## config.mk

```make
export PLATFORM = sky130hd
export DESIGN_NAME = out_rep_upload_buf
export DESIGN_NICKNAME = d
export VERILOG_FILES = /design/src/rtl/out_rep_upload_buf.sv
export SDC_FILE = /design/constraint.sdc
export NUM_CORES = 1
export LEC_CHECK = 0
export CAP_MARGIN = 20
export CORE_ASPECT_RATIO = 0.6
export CORE_MARGIN = 10
export CORE_UTILIZATION = 50
export CTS_BUF_LIST = sky130_fd_sc_hd__clkbuf_8 sky130_fd_sc_hd__clkbuf_16
export DETAILED_ROUTE_END_ITERATION = 8
export PLACE_DENSITY = 0.68
export SYNTH_ARGS = -nofsm -noshare
export SYNTH_HDL_FRONTEND = slang
export SYNTH_SLANG_ARGS = --single-unit
```

## constraint.sdc

```tcl
create_clock -name clk -period 2.95 [get_ports clk]
set_input_delay 0.295 -clock clk [delete_from_list [all_inputs] [get_ports clk]]
set_output_delay 0.295 -clock clk [all_outputs]
set_load 0.05 [all_outputs]
```

## src/rtl/out_rep_upload_buf.sv

```systemverilog
// OUT_rep reply buffer: captures one reply message from the arbiter and replays it to the ring.
// Define OUT_REP_OVF_CHK_EN to drop flits past FLIT_DEPTH and raise a sticky ovf_err.
module out_rep_upload_buf #(
    parameter int FLIT_DEPTH = 11,
    parameter int PTR_W      = 4
) (
    input  logic        clk,
    input  logic        rst,
    input  logic        en_in,
    input  logic [15:0] flit_in,
    input  logic [1:0]  ctrl_in,
    output logic        OUT_rep_rdy,
    output logic        v_rep_out,
    output logic [15:0] rep_flit_out,
    output logic [1:0]  rep_ctrl_out,
    input  logic        rep_ack,
    output logic        ovf_err
);

    typedef enum logic [1:0] {
        IDLE = 2'b01,
        SEND = 2'b10
    } state_t;

    localparam logic [PTR_W-1:0] FULL_CNT = PTR_W'(FLIT_DEPTH);
    localparam logic [PTR_W-1:0] LAST_IDX = PTR_W'(FLIT_DEPTH - 1);

    state_t           state;
    state_t           next_state;
    logic [17:0]      mem [FLIT_DEPTH];
    logic [PTR_W-1:0] wr_cnt;
    logic [PTR_W-1:0] rd_ptr;
    logic [PTR_W-1:0] wr_idx;
    logic             accept;
    logic             store;
    logic             eom;
    logic             full;
    logic             last_rd;

    assign full = (wr_cnt == FULL_CNT);

    // A tail ends a message, as does a head carrying a single-flit reply command.
    assign eom = (ctrl_in == 2'b11) ||
                 ((ctrl_in == 2'b01) &&
                  ((flit_in[9:5] == 5'b11100) || (flit_in[9:5] == 5'b10101)));

    always_ff @(posedge clk) begin
        if (rst) begin
            state <= IDLE;
        end else begin
            state <= next_state;
        end
    end

    always_comb begin
        next_state  = state;
        OUT_rep_rdy = 1'b0;
        v_rep_out   = 1'b0;
        accept      = 1'b0;
        last_rd     = 1'b0;
        case (state)
            IDLE: begin
                OUT_rep_rdy = 1'b1;
                accept      = en_in && (ctrl_in != 2'b00);
                if (accept && eom) begin
                    next_state = SEND;
                end
            end
            SEND: begin
                v_rep_out = 1'b1;
                last_rd   = rep_ack && (rd_ptr == (wr_cnt - PTR_W'(1)));
                if (last_rd) begin
                    next_state = IDLE;
                end
            end
            default: next_state = IDLE;
        endcase
    end

    // Without the overflow check, a full buffer keeps overwriting its last entry.
    always_comb begin
`ifdef OUT_REP_OVF_CHK_EN
        store = accept && !full;
`else
        store = accept;
`endif
        wr_idx = full ? LAST_IDX : wr_cnt;
    end

    always_ff @(posedge clk) begin
        if (store) begin
            mem[wr_idx] <= {ctrl_in, flit_in};
        end
    end

    assign {rep_ctrl_out, rep_flit_out} = mem[rd_ptr];

    always_ff @(posedge clk) begin
        if (rst) begin
            wr_cnt <= '0;
            rd_ptr <= '0;
        end else if (accept) begin
            if (!full) begin
                wr_cnt <= wr_cnt + PTR_W'(1);
            end
            if (eom) begin
                rd_ptr <= '0;
            end
        end else if (last_rd) begin
            wr_cnt <= '0;
            rd_ptr <= '0;
        end else if (v_rep_out && rep_ack) begin
            rd_ptr <= rd_ptr + PTR_W'(1);
        end
    end

`ifdef OUT_REP_OVF_CHK_EN
    always_ff @(posedge clk) begin
        if (rst) begin
            ovf_err <= 1'b0;
        end else if (accept && full) begin
            ovf_err <= 1'b1;
        end
    end
`else
    assign ovf_err = 1'b0;
`endif

endmodule

```

==> results.json <==
{
  "crit_chain": "buf_12 -> mux4_1 -> mux4_2 -> buf_4",
  "p_total_w": 0.006179,
  "grt_pass1_wl_mm": 26.59,
  "clock-skew-final_ns": 0.01570,
  "critPathCaptureType": "primary output",
  "fin_ws_ns": 0.2219,
  "final_core_util_pct": 60.31,
  "place_ws_ns": 0.5685,
  "min_period_over_period_pct": 92.48,
  "root_buffer": "clkbuf_16",
  "worstMarginPinSlew_ns": 0.5060,
  "area_growth_pct": 17.93,
  "antenna_found_initial": 0,
  "clock_path_buffers": 3,
  "multi_input_area_um2": 1993,
  "ys_ff_latch": 212,
  "rows": 36,
  "synthCells": 391,
  "postCtsHoldBufs": 0,
  "drive_above_1_share_pct": 32.85,
  "synthDistinctLibCells": 38,
  "grt.total_usage_pct": 15.37,
  "fp.dieH_um": 120.0,
  "core-area_um2": 16310,
  "syn_area_um2": 8338,
  "rsz0062_at_grt": "false",
  "wl_mm": 16.95,
  "fillers": 1162,
  "finalSetupViolCount": 0,
  "power.density_nw_per_um2": 628.4,
  "worstPathRequired_ns": 2.65,
  "syn-num-nets": 417,
  "drtAntennaViolNets": 0,
  "port_buffers": 41,
  "cts_tree": "done",
  "synth_warnings": 0,
  "cts_setup_buffers": 0,
  "placed_area_um2": 9129,
  "vias_per_cell": 5.666,
  "overflow": 0,
  "die_w_um": 186.7,
  "register_area_um2": 6230,
  "drv_slew": 0,
  "finalNetCount": 497,
  "netlist_top_cells_area": "edfxtp_1, mux4_2, dfxtp_1",
  "cts_sinks": 212,
  "setup-tns-final_ns": 0,
  "crit_slowest_cell": "mux4_1",
  "cts_buffers": 20,
  "grt_pass1_vias": 4300,
  "drcViolationCount": 0,
  "max_freq_ghz": 0.3666,
  "dieArea_um2": 22410,
  "critPathMaxFanout": 10,
  "seq_area_frac_synth_pct": 74.67,
  "layout_min_cycle_time_ns": 2.728,
  "finalInstanceArea_um2": 9833,
  "wl_per_cell_um": 23.80,
  "htreeDepth": 1,
  "max_stage_delay_ns": 0.58,
  "syn_avg_cell_area_um2": 21.32,
  "slew_headroom_pct": 66.16,
  "path_class": "register to primary output",
  "drv_cap": 0,
  "hpwl_mm": 10.41,
  "clk_latency_ns": 0.49,
  "finalHoldViolCount": 0,
  "antenna_cells": 0,
  "synth_top_area_cell": "edfxtp_1",
  "grt_max_degree": 37,
  "io_pins": 43,
  "initial_utilization_pct": 51.14,
  "drt-pass1-iter-count": 4,
  "outcome": "complete, no violations",
  "drt_iter0_markers": 389,
  "vias": 4034,
  "cp-start-kind": "register",
  "gp_congestion": 0.8033,
  "hold_class": "register to register",
  "ir_drop_v": 0.0003459,
  "synth.top_cell.area_share_pct": 71.31,
  "arrival_ns": 2.43,
  "power_leakage_nw": 3.163,
  "path_clk_slew_ns": 0.07,
  "cts_resized": 0
}
-- Yosys cell counts --
library cell  count
a22oi_1           1
nand2b_1          2
and3_1            5
nand3_1           6
a21oi_1           7
nand4b_1          2
nor3b_1           1
nand3b_1          1
a22o_1            1
and2_1            1
conb_1            1
xor2_1            5
or2_2             1
buf_1             4
inv_1             4
ha_1              4
buf_6             2
nor3_1            8
mux4_2           48
mux2_2           18
a21o_1            1
buf_4             2
nand2_1           9
xnor2_1           4
clkbuf_1          3
or3_1             2
buf_12            2
a41o_1            1
nor2b_1           3
and3b_1           1
buf_2             6
mux4_1            6
a31oi_1           4
dfxtp_1          14
nand4_1           5
o21ai_0           1
edfxtp_1        198
nor2_1            7
-- critical path: cells and delay by family (launching register included) --
family   cells  cell delay [ns]
mux          2             1.11
flops        1             0.45
buf+inv      2             0.38
-- path summary, 6_finish.rpt --
path                                start              end  slack (ns)  cells past startpoint
worst max register to register  wr_cnt[0]         register        0.79                      7
worst max-delay path             register  rep_flit_out[9]        0.22                      4
worst min-delay path            wr_cnt[1]        wr_cnt[1]        0.53                      2
worst min register to register  wr_cnt[1]        wr_cnt[1]        0.53                      2
-- flip-flops by register name, indices dropped and copies added (netlist names), named ones only --
name    count
rd_ptr      4
state       2
mem       198
wr_cnt      4
-- where the power goes --
group          switching (W)  internal (W)  leakage, nW  total (W)
Combinational       0.000236      0.000168        0.950   0.000404
Clock                0.00106       0.00138        0.310    0.00244
Sequential         0.0000155       0.00332         1.90    0.00334
Total                0.00131       0.00487         3.16    0.00618
-- routing by layer --
layer,track usage [%],wire length (um),vias to the layer above
met5,0,0,-
met4,3.109,243,0
met3,2.979,1078,24
met2,23.87,7716,121
met1,22.29,7909,2101
li1,-,-,1788
-- per-stage QoR --
stage | hold slack [ns] | cells
6_report | 0.5323 | 712
2_1_floorplan | 0.3644 | 391
5_1_grt | 0.5555 | 712
3_5_place_dp | 0.5234 | 668
3_3_place_gp | 0.4990 | 668
4_1_cts | 0.5336 | 703
-- placed cells by master, fill, tap and decap left out, drive strengths merged, types with 2 or more instances in the layout --
cell             n
a21oi            7
nor2b            3
inv              8
xnor2            4
clkbuf          21
or3              2
buf             54
xor2             5
mux2            18
nor2             7
nand4            5
clkinvlp         3
clkinv           6
nand3            6
edfxtp         198
mux4            54
nand2            9
dfxtp           14
ha               4
nor3             8
clkdlybuf4s50   23
nand2b           2
and3             5
a31oi            4
nand4b           2
-- area by class of cell --
cell class                      count  area share (%)
Multi-Input combinational cell    156           20.27
Timing Repair Buffer               77           6.973
Sequential cell                   212           63.35
Clock buffer                       21           5.344
Tap cell                          228           2.901
Clock inverter                     14           1.005
Inverter                            4          0.1527
-- logic make-up (layout without fill, tap and decap cells) --
family,count (synthesis),after routing,share of synthesized area (%)
AO/OA/AOI/OAI,16,16,1.185
XOR/XNOR,9,9,0.9453
adder cells (fa/ha/maj),4,4,0.6003
buffers and inverters,23,116,1.786
flip-flops,212,212,74.67
multiplexers,72,72,17.29
other,1,1,0.04497
AND/OR/NAND/NOR,54,54,3.482
No activity file was read; power rests on OpenSTA's default activity.
